$ cat src/rtl/stopwatch_core_multi.sv
// Stopwatch control path: button edge detection, run/pause/done FSM,
// centisecond prescaler, parametrised BCD up/down counter and a lap-time
// ring buffer with a registered pop handshake. Single clock domain; the
// prescaler produces a one-cycle tick enable instead of a divided clock.
module stopwatch_core_multi #(
  parameter int CLK_DIV    = 1000000,
  parameter int SEC_DIGITS = 2,
  parameter int LAP_DEPTH  = 4,
  parameter int LAP_AW     = 2
) (
  input  logic                          clk_100mhz,
  input  logic                          rst_n,
  input  logic                          start_stop,
  input  logic                          lap,
  input  logic                          clear,
  input  logic                          count_down,
  input  logic [4*(SEC_DIGITS+2)-1:0]   preset_bcd,
  output logic [4*(SEC_DIGITS+2)-1:0]   time_bcd,
  output logic                          time_out,
  output logic                          running,
  input  logic                          lap_rd,
  output logic [4*(SEC_DIGITS+2)-1:0]   lap_rd_data,
  output logic                          lap_rd_valid,
  output logic [LAP_AW:0]               lap_count,
  output logic                          lap_overflow
);

  localparam int NDIG = SEC_DIGITS + 2;
  localparam int TW   = 4 * NDIG;
  localparam int PW   = $clog2(CLK_DIV);

  localparam logic [PW-1:0]     P_MAX    = PW'(CLK_DIV - 1);
  localparam logic [PW-1:0]     P_ONE    = PW'(1);
  localparam logic [LAP_AW-1:0] PTR_ONE  = LAP_AW'(1);
  localparam logic [LAP_AW:0]   CNT_ONE  = (LAP_AW + 1)'(1);
  localparam logic [LAP_AW:0]   CNT_FULL = (LAP_AW + 1)'(LAP_DEPTH);

  // Largest value of each digit: tens-of-seconds rolls at 5, all others at 9.
  function automatic logic [3:0] digit_max(input int idx);
    return (idx == 3) ? 4'd5 : 4'd9;
  endfunction

  // Up-count terminal value: every digit at its own maximum (e.g. 59.99).
  function automatic logic [TW-1:0] term_up_value();
    logic [TW-1:0] v;
    v = '0;
    for (int i = 0; i < NDIG; i++) v[4*i +: 4] = digit_max(i);
    return v;
  endfunction

  localparam logic [TW-1:0] TERM_UP = term_up_value();

  typedef enum logic [1:0] {S_IDLE, S_RUN, S_PAUSE, S_DONE} state_t;

  state_t            r_state, w_state_nxt;
  logic              r_down;
  logic [PW-1:0]     r_presc;
  logic [TW-1:0]     r_time, w_time_nxt;
  logic [2:0]        r_sync1, r_sync2, r_prev;
  logic [2:0]        w_edge;
  logic              w_clr_e, w_ss_e, w_lap_e;
  logic              w_tick, w_at_term, w_load_preset;

  logic [TW-1:0]     r_lap_mem [LAP_DEPTH];
  logic [LAP_AW-1:0] r_wr_ptr, r_rd_ptr;
  logic [LAP_AW:0]   r_lap_count;
  logic              r_lap_ovf;
  logic [TW-1:0]     r_rd_data;
  logic              r_rd_valid;
  logic              w_push, w_pop, w_full;

  // Two-flop synchroniser plus previous-value register for {clear, start_stop, lap}.
  // NOTE: sequential state uses non-blocking assignments so every flop samples pre-edge values.
  always_ff @(posedge clk_100mhz or negedge rst_n) begin
    if (!rst_n) begin
      r_sync1 <= '0;
      r_sync2 <= '0;
      r_prev  <= '0;
    end else begin
      r_sync1 <= {clear, start_stop, lap};
      r_sync2 <= r_sync1;
      r_prev  <= r_sync2;
    end
  end

  // Rising edges with priority clear > start_stop > lap.
  assign w_edge  = r_sync2 & ~r_prev;
  assign w_clr_e = w_edge[2];
  assign w_ss_e  = w_edge[1] & ~w_edge[2];
  assign w_lap_e = w_edge[0] & ~w_edge[1] & ~w_edge[2];

  assign w_tick  = (r_state == S_RUN) && (r_presc == P_MAX);

  // Cascaded +1 / -1 across all digits; carry or borrow ripples combinationally.
  // NOTE: every always_comb output gets a default first so no latch is inferred.
  always_comb begin
    logic       w_carry;
    logic [3:0] w_dig;
    w_time_nxt = r_time;
    w_carry    = 1'b1;
    for (int i = 0; i < NDIG; i++) begin
      w_dig = r_time[4*i +: 4];
      if (w_carry) begin
        if (!r_down) begin
          if (w_dig == digit_max(i)) begin
            w_time_nxt[4*i +: 4] = 4'd0;
          end else begin
            w_time_nxt[4*i +: 4] = w_dig + 4'd1;
            w_carry              = 1'b0;
          end
        end else begin
          if (w_dig == 4'd0) begin
            w_time_nxt[4*i +: 4] = digit_max(i);
          end else begin
            w_time_nxt[4*i +: 4] = w_dig - 4'd1;
            w_carry              = 1'b0;
          end
        end
      end
    end
  end

  assign w_at_term = r_down ? (w_time_nxt == '0) : (w_time_nxt == TERM_UP);

  // Next-state logic; reaching the terminal value wins over a pause request.
  always_comb begin
    w_state_nxt   = r_state;
    w_load_preset = 1'b0;
    if (w_clr_e) begin
      w_state_nxt = S_IDLE;
    end else begin
      case (r_state)
        S_IDLE: begin
          if (w_ss_e) begin
            w_load_preset = count_down;
            w_state_nxt   = (count_down && (preset_bcd == '0)) ? S_DONE : S_RUN;
          end
        end
        S_RUN: begin
          if (w_tick && w_at_term) w_state_nxt = S_DONE;
          else if (w_ss_e)         w_state_nxt = S_PAUSE;
        end
        S_PAUSE: begin
          if (w_ss_e) w_state_nxt = S_RUN;
        end
        S_DONE:  w_state_nxt = S_DONE;
        default: w_state_nxt = S_IDLE;
      endcase
    end
  end

  // State register and direction latched on the IDLE start edge.
  always_ff @(posedge clk_100mhz or negedge rst_n) begin
    if (!rst_n) begin
      r_state <= S_IDLE;
      r_down  <= 1'b0;
    end else begin
      r_state <= w_state_nxt;
      if (!w_clr_e && (r_state == S_IDLE) && w_ss_e) r_down <= count_down;
    end
  end

  // Prescaler runs only in RUN and keeps its partial count while paused.
  always_ff @(posedge clk_100mhz or negedge rst_n) begin
    if (!rst_n) begin
      r_presc <= '0;
    end else if (w_clr_e) begin
      r_presc <= '0;
    end else if (r_state == S_RUN) begin
      r_presc <= w_tick ? '0 : r_presc + P_ONE;
    end
  end

  // Time register: cleared, preset-loaded on a down-mode start, stepped on tick.
  always_ff @(posedge clk_100mhz or negedge rst_n) begin
    if (!rst_n) begin
      r_time <= '0;
    end else if (w_clr_e) begin
      r_time <= '0;
    end else if (w_load_preset) begin
      r_time <= preset_bcd;
    end else if (w_tick) begin
      r_time <= w_time_nxt;
    end
  end

  assign w_full = (r_lap_count == CNT_FULL);
  assign w_push = w_lap_e && ((r_state == S_RUN) || (r_state == S_PAUSE));
  assign w_pop  = lap_rd && (r_lap_count != '0) && !w_clr_e;

  // Lap storage; a write while full lands on the oldest slot (wr_ptr == rd_ptr).
  // NOTE: the lap memory has no reset; a slot is only ever read after it was written.
  always_ff @(posedge clk_100mhz) begin
    if (w_push) r_lap_mem[r_wr_ptr] <= r_time;
  end

  // Ring-buffer pointers, occupancy, overflow flag and registered pop port.
  always_ff @(posedge clk_100mhz or negedge rst_n) begin
    if (!rst_n) begin
      r_wr_ptr    <= '0;
      r_rd_ptr    <= '0;
      r_lap_count <= '0;
      r_lap_ovf   <= 1'b0;
      r_rd_data   <= '0;
      r_rd_valid  <= 1'b0;
    end else if (w_clr_e) begin
      r_wr_ptr    <= '0;
      r_rd_ptr    <= '0;
      r_lap_count <= '0;
      r_lap_ovf   <= 1'b0;
      r_rd_valid  <= 1'b0;
    end else begin
      r_rd_valid <= w_pop;
      if (w_pop) r_rd_data <= r_lap_mem[r_rd_ptr];
      if (w_push) r_wr_ptr <= r_wr_ptr + PTR_ONE;
      if (w_pop || (w_push && w_full)) r_rd_ptr <= r_rd_ptr + PTR_ONE;
      if (w_push && !w_pop && !w_full)  r_lap_count <= r_lap_count + CNT_ONE;
      else if (w_pop && !w_push)        r_lap_count <= r_lap_count - CNT_ONE;
      if (w_push && w_full && !w_pop)   r_lap_ovf <= 1'b1;
    end
  end

  assign time_bcd     = r_time;
  assign time_out     = (r_state == S_DONE);
  assign running      = (r_state == S_RUN);
  assign lap_rd_data  = r_rd_data;
  assign lap_rd_valid = r_rd_valid;
  assign lap_count    = r_lap_count;
  assign lap_overflow = r_lap_ovf;

endmodule

$ cat config.mk
export PLATFORM = sky130hd
export DESIGN_NAME = stopwatch_core_multi
export DESIGN_NICKNAME = d
export VERILOG_FILES = /design/src/rtl/stopwatch_core_multi.sv
export SDC_FILE = /design/constraint.sdc
export NUM_CORES = 1
export LEC_CHECK = 0
export CELL_PAD_IN_SITES_DETAIL_PLACEMENT = 1
export CELL_PAD_IN_SITES_GLOBAL_PLACEMENT = 1
export CORE_MARGIN = 2
export CORE_UTILIZATION = 25
export CTS_CLUSTER_DIAMETER = 30
export DETAILED_ROUTE_END_ITERATION = 16
export PLACE_DENSITY = 0.51
export SLEW_MARGIN = 20
export SYNTH_ARGS = -nofsm -noshare
export SYNTH_HDL_FRONTEND = slang
export SYNTH_SLANG_ARGS = --single-unit
$ cat constraint.sdc
create_clock -name clk_100mhz -period 2.9 [get_ports clk_100mhz]
set_clock_uncertainty 0.05 [all_clocks]
set_input_delay 0.58 -clock clk_100mhz [delete_from_list [all_inputs] [get_ports clk_100mhz]]
set_output_delay 0.58 -clock clk_100mhz [all_outputs]
set_load 0.02 [all_outputs]
# Yosys cells after proc, flatten, opt, wreduce, memory -nomap -nowiden
# Memories as Yosys holds them, arrays and structs flattened. A register that Yosys moved wholly into a read port is not among the register bits.
# Index checks and enable logic that the tools add are counted.
[classes] addsub=13 multipliers=0 n_div=0 magnitude_cmp=0 eq_ne=13 n_shift=0 mux=55 bitwise=7 n_reduce_logical=36
[ops] cell="two-way mux 20 bit" n=3
[ops] cell="two-way mux 4 bit" n=15
[ops] cell="two-way mux 16 bit" n=3
[ops] cell="zero test 16 bit" n=2
[ops] cell="adder 20 x 1 -> 20 bit, second input constant" n=1
[ops] cell="== test 20 bit, second input constant" n=1
[ops] cell="two-way mux 1 bit" n=20
[ops] cell="two-way mux 2 bit" n=10
[ops] cell="adder 4 x 1 -> 4 bit, second input constant" n=4
[ops] cell="== test 16 x 15 -> 1 bit, second input constant" n=1
[ops] cell="zero test 4 bit" n=4
[ops] cell="subtractor 4 x 1 -> 4 bit, second input constant" n=4
[ops] cell="logical AND 1 bit" n=13
[ops] cell="== test 4 bit, second input constant" n=3
[ops] cell="two-way mux 3 bit" n=3
[ops] cell="nonzero test 3 bit" n=3
[ops] cell="one-hot mux 2 bit (4 select lines)" n=1
[ops] cell="nonzero test 2 bit" n=4
[ops] cell="inequality test 3 bit, second input constant" n=2
[ops] cell="zero test 1 bit" n=5
[ops] cell="adder 2 x 1 -> 2 bit, second input constant" n=2
[ops] cell="== test 2 bit, second input constant" n=2
[ops] cell="== test 4 x 3 -> 1 bit, second input constant" n=1
[ops] cell="inequality test 4 x 1 -> 1 bit, second input constant" n=1
[ops] cell="12 further kinds" n=16
[totals] register_bits=57 latchBits=0 ramBits=64 romBits=0 inputBits=23 out_inout_bits=39 wordCells=137 mem_count=1
[memory_table] memory="r_lap_mem" words=4 word_bits=16 rd=1 rd_clocked_by_memory_dff=1 wr=1 line_no="64" rtl="logic [TW-1:0] r_lap_mem [LAP_DEPTH];"

# Longest topological paths before layout
[logic_depth] word_depth=12 depth_mapped=12 ltp_nobuf=11

# Worst setup path after synthesis
# Ideal clock, no wire load.
[synth_timing] path_type="register to register" from="register r_state[1]" to="register r_state[1]" setup_ps=128 arrival_ps=2926 required_time_ps=2722 setup_slack_ps=-203 path_stages_with_launch=13 n_path_buf=2 synth_period_minus_slack_ps=3103 path_cell_list="dfrtp_1 > inv_1 > ha_1 > clkbuf_1 > nand3_1 > or4_1 > buf_2 > a21oi_1 > and3_1 > nand4bb_1 > o41a_1 > o31ai_2 > mux2_1"
[synth_between] elab_chain_len=6 word_cells_on_any_way=13 cone_classes="eq/ne: 6; mux: 3; reduce/logical: 4"
[synth_rtl] element="from (decl)" line_no="55" rtl="state_t r_state, w_state_nxt;"
[synth_rtl] element="from (signal assigned)" line_no="158" rtl="r_state <= w_state_nxt;"
[synth_rtl] element="== test 2 x 1 -> 1 bit (*)"
[synth_rtl] element="named net running" line_no="20" rtl="output logic running,"
[synth_rtl] element="logical AND 1 bit" line_no="92" rtl="assign w_tick = (r_state == S_RUN) && (r_presc == P_MAX);"
[synth_rtl] element="logical AND 1 bit" line_no="140" rtl="if (w_tick && w_at_term) w_state_nxt = S_DONE;"
[synth_rtl] element="two-way mux 2 bit" line_no="140"
[synth_rtl] element="one-hot mux 2 bit (4 select lines)" line_no="132" rtl="case (r_state)"
[synth_rtl] element="two-way mux 2 bit" line_no="129" rtl="if (w_clr_e) begin"
# Mark *: on every way through the listed nets, which the timed path passes. The rest lies on a longest branch.
# A chain may end at the register's enable or synchronous reset.

# Final worst setup path
[layout_timing] from="register r_down" to="register r_state[1]"
[layout_between] elab_chain_len=10 word_cells_on_any_way=21 cone_classes="eq/ne: 2; mux: 16; reduce/logical: 3"
[layout_rtl] element="from (decl)" line_no="56" rtl="logic r_down;"
[layout_rtl] element="from (signal assigned)" line_no="159" rtl="if (!w_clr_e && (r_state == S_IDLE) && w_ss_e) r_down <= count_down;"
[layout_rtl] element="two-way mux 1 bit" line_no="104" rtl="if (!r_down) begin"
[layout_rtl] element="two-way mux 1 bit (2 in series)" line_no="103" rtl="if (w_carry) begin"
[layout_rtl] element="two-way mux 4 bit" line_no="103"
[layout_rtl] element="== test 16 x 15 -> 1 bit / zero test 16 bit (equally long branches)" line_no="123" rtl="assign w_at_term = r_down ? (w_time_nxt == '0) : (w_time_nxt == TERM_UP);"
[layout_rtl] element="two-way mux 1 bit (*)" line_no="123"
[layout_rtl] element="logical AND 1 bit (*)" line_no="140"
[layout_rtl] element="two-way mux 2 bit" line_no="140"
[layout_rtl] element="one-hot mux 2 bit (4 select lines)" line_no="132"
[layout_rtl] element="two-way mux 2 bit" line_no="129"
# Mark *: on every way between the ends. The rest lies on a longest branch, timed or not.

==> impl_metrics.env <==
export IMPL_portBuffers=61
export IMPL_met3WireLength_um=573
export IMPL_start_util_pct=25.51
export IMPL_worstPathCellList="and3b_2, o211ai_4, or4b_1, o21ai_1, a221oi_2, nand4bb_1, o41a_1, o31ai_2, mux2_1"
export IMPL_cp_end_kind="flip-flop"
export IMPL_core_area_um2=26060
export IMPL_p_switching_mw=2.681
export IMPL_yosysWarnings=0
export IMPL_async_flop_share_pct=53.28
export IMPL_drcViolationCount=0
export IMPL_synthAdderAreaFrac_pct=2.183
export IMPL_antenna_found_initial=0
export IMPL_path_buf_inv=0
export IMPL_cp_depth=9
export IMPL_arrival_ps=3170
export IMPL_syn2layout_area_growth_pct=31.73
export IMPL_cpPeakStageDelay_ps=510
export IMPL_leakage_nw=3.343
export IMPL_fillers=2843
export IMPL_post_drt_wl_per_cell_um=18.15
export IMPL_ant_nets=0
export IMPL_setup_ws_ps=-16.05
export IMPL_grt_pass1_vias=5338
export IMPL_fin_nets=716
export IMPL_path_max_fanout=7
export IMPL_total_power_mw=7.726
export IMPL_cp_top_family="simple AND/OR/NAND/NOR gates"
export IMPL_ctsLongestPathBuffers=2
export IMPL_rsz0062_at_grt="true"
export IMPL_intPower_mw=5.045
export IMPL_dieArea_um2=27920
export IMPL_cts_clk_slew_worst_paths_ps=70
export IMPL_synth_main_ff_cell="dfrtp_1"
export IMPL_pwr_share_comb_pct=37.1
export IMPL_synth_cell_types=72
export IMPL_cts_tree="built"
export IMPL_final_area_um2=8758
export IMPL_sequentialPowerShare_pct=34.5
export IMPL_stdcell_count=1030
export IMPL_setup_viol=1
export IMPL_drive_above_1_share_pct=23.60
export IMPL_min_period_ps=2916
export IMPL_power_density_nw_per_um2=882.1
export IMPL_register_area_um2=3755
export IMPL_status="finished, violations left"
export IMPL_ios=62
export IMPL_dieHeight_um=167.1
export IMPL_vias=4925
export IMPL_worst_slew_pin_transition_ps=748.5
export IMPL_critPathSlowestCell="or4b_1"
export IMPL_worstPathRequired_ps=3150
export IMPL_numCtsBuffers=17
export IMPL_gp_congestion=0.9177
export IMPL_synth_seq_cells=137
export IMPL_post_route_period_util_pct=100.6
export IMPL_top_layer="met4"
export IMPL_drt_met1_wl_mm=8.828
export IMPL_drtIter0Drc=233
export IMPL_p_clk_share_pct=28.4
export IMPL_grt_overflow_total=0
export IMPL_slew_headroom_pct=49.91
export IMPL_vdd_drop_max_mv=0.4612
export IMPL_max_cap_violations=0
export IMPL_place_ws_ps=-211.0
export IMPL_post_dp_hpwl_mm=13.15
export IMPL_multiInputGateArea_um2=2785
export IMPL_grt_max_degree=44
export IMPL_violations="setup timing"
export IMPL_synth_compound_area_share_pct=11.25
export IMPL_synth_cells=561
export IMPL_diodes=0
export IMPL_rr_worst_depth=9
export IMPL_synthXorXnorAreaFrac_pct=2.898
export IMPL_synth_edf_count=64
export IMPL_start_kind="flip-flop"
export IMPL_fin_util_pct=33.61
export IMPL_ff2ff_setup_slack_ps=-20
export IMPL_hold_violations=0
export IMPL_dr_wl_met2_mm=9.039
export IMPL_htree_levels=4
export IMPL_switching_share_pct=34.70
export IMPL_synth_area_um2=6649
export IMPL_dpl_cell_count=993
export IMPL_rows=59
export IMPL_fmax_mhz=342.9
export IMPL_root_buffer="clkbuf_16"
export IMPL_grtUsageTotal_pct=14.08
export IMPL_ys_seq_area_share_pct=56.38
export IMPL_hp_class="primary input to async pin"
export IMPL_drv_slew=0
export IMPL_cts_sinks=137
export IMPL_avgSynthCellArea_um2=11.85
export IMPL_die_w_um=167.1
export IMPL_synth_fp_nets=595
export IMPL_yosys_area_share_simple_pct=14.87
export IMPL_grt_pass1_wl_mm=30.59
export IMPL_crit_reg2reg_launch="r_down"
export IMPL_first_pass_iters=4
export IMPL_synth_top_family_by_area="simple AND/OR/NAND/NOR gates"
export IMPL_synthMuxAreaShare_pct=9.390
export IMPL_critPathKind="flip-flop to flip-flop"
export IMPL_totalWireLength_mm=18.69
export IMPL_vias_per_cell=4.782
export IMPL_reg2reg_to="r_state[1]"
export IMPL_worst_skew_pair_late_latency_ps=430
export IMPL_place_area_um2=8080
-- final cells by class --
class / instances / area share [%]
Multi-Input combinational cell: 377 / 31.80
Inverter: 17 / 0.7286
Tap cell: 335 / 4.786
Clock buffer: 18 / 4.900
Clock inverter: 14 / 1.800
Sequential cell: 137 / 42.87
Timing Repair Buffer: 132 / 13.11
-- sequential cells by signal (all words and copies together), names as in the netlist --
signal,count
r_lap_mem,64
r_presc,20
lap_rd_data,16
time_bcd,16
lap_count,3
r_prev,3
r_sync1,3
r_sync2,3
r_rd_ptr,2
r_state,2
r_wr_ptr,2
lap_overflow,1
lap_rd_valid,1
r_down,1
-- worst max path at each step --
stage / slack (ps) / start / to
2_1_floorplan: -6 / time_bcd[3] / r_state[1]
3_3_place_gp: -80 / r_down / r_state[1]
3_5_place_dp: -210 / r_down / r_state[1]
4_1_cts: -9 / r_down / r_state[1]
5_1_grt: -150 / r_down / r_state[1]
6_report: -20 / r_down / r_state[1]
-- power by group through the flow --
stage	combinational (mW)	clock [mW]	sequential [mW]
final	2.87	2.19	2.67
after global routing	3.14	2.35	2.72
after CTS	2.89	2.26	2.67
after detailed placement	2.83	0	2.71
after global placement	2.77	0	2.69
after floorplan	1.49	0	2.84
-- what timing repair did --
action                     in CTS  in global routing
gates resized for setup         8                  5
hold buffers                    0                  0
setup endpoints to repair       1                  1
pin swaps                       4                  4
setup buffers                   4                  0
hold endpoints to repair        0                  0
cloned                          1                  0
-- per-layer routing --
layer,track usage [%],vias to the layer above
met4,4.085,0
met3,3.089,17
met2,23.05,65
li1,-,2318
met5,0,-
met1,18.77,2525
-- placed cells by master, fill, tap and decap left out, types with 10 or more instances in the layout --
cell type	netlist	final
inv_1	17	16
nor2_1	54	54
mux4_2	16	16
nand3_1	14	14
xor2_1	13	13
buf_4	2	70
edfxtp_1	64	64
clkdlybuf4s50_1	0	60
nand2_1	45	45
o21ai_0	35	34
mux2_2	16	16
nor3_1	14	14
dfrtp_1	73	68
a211oi_1	11	11
a21oi_1	20	19
nand2b_1	10	10
clkbuf_16	0	17
-- logic make-up after synthesis --
kind of cell | after synthesis
AO/OA/AOI/OAI | 112
XOR/XNOR | 22
adder cells (fa/ha/maj) | 11
buffers and inverters | 48
flip-flops | 137
multiplexers | 39
AND/OR/NAND/NOR | 192
-- synth_stat cells, types with 6 or more instances --
cell type | count | share of area [%]
dfrtp_1 | 73 | 27
edfxtp_1 | 64 | 29
nor2_1 | 54 | 3.0
nand2_1 | 45 | 2.5
o21ai_0 | 35 | 2.6
clkbuf_1 | 21 | 1.2
a21oi_1 | 20 | 1.5
inv_1 | 17 | 0.96
mux2_2 | 16 | 2.7
mux4_2 | 16 | 5.4
nand3_1 | 14 | 1.1
nor3_1 | 14 | 1.1
xor2_1 | 13 | 1.7
a211oi_1 | 11 | 1.2
ha_1 | 10 | 1.9
nand2b_1 | 10 | 0.94
nand4_1 | 9 | 0.85
o31ai_1 | 9 | 1.0
xnor2_1 | 9 | 1.2
nor2b_1 | 7 | 0.66
and2_1 | 6 | 0.56
-- per-stage QoR --
step / hold WS (ps) / setup TNS [ps]
floorplan: 234.4 / -6.062
global placement: 287.1 / -77.14
detailed placement: 290.2 / -211.0
CTS: 163.6 / -8.600
global route: 181.5 / -154.4
finish: 131.4 / -16.05
-- worst reg2reg max path, stage by stage (launching register included) --
cell and delay, ps:
dfrtp_2 450, and3b_2 280, o211ai_4 140, or4b_1 510, o21ai_1 110, a221oi_2 90
nand4bb_1 210, o41a_1 410, o31ai_2 200, mux2_1 340
Note: power is estimated with default switching activity, not from simulation.
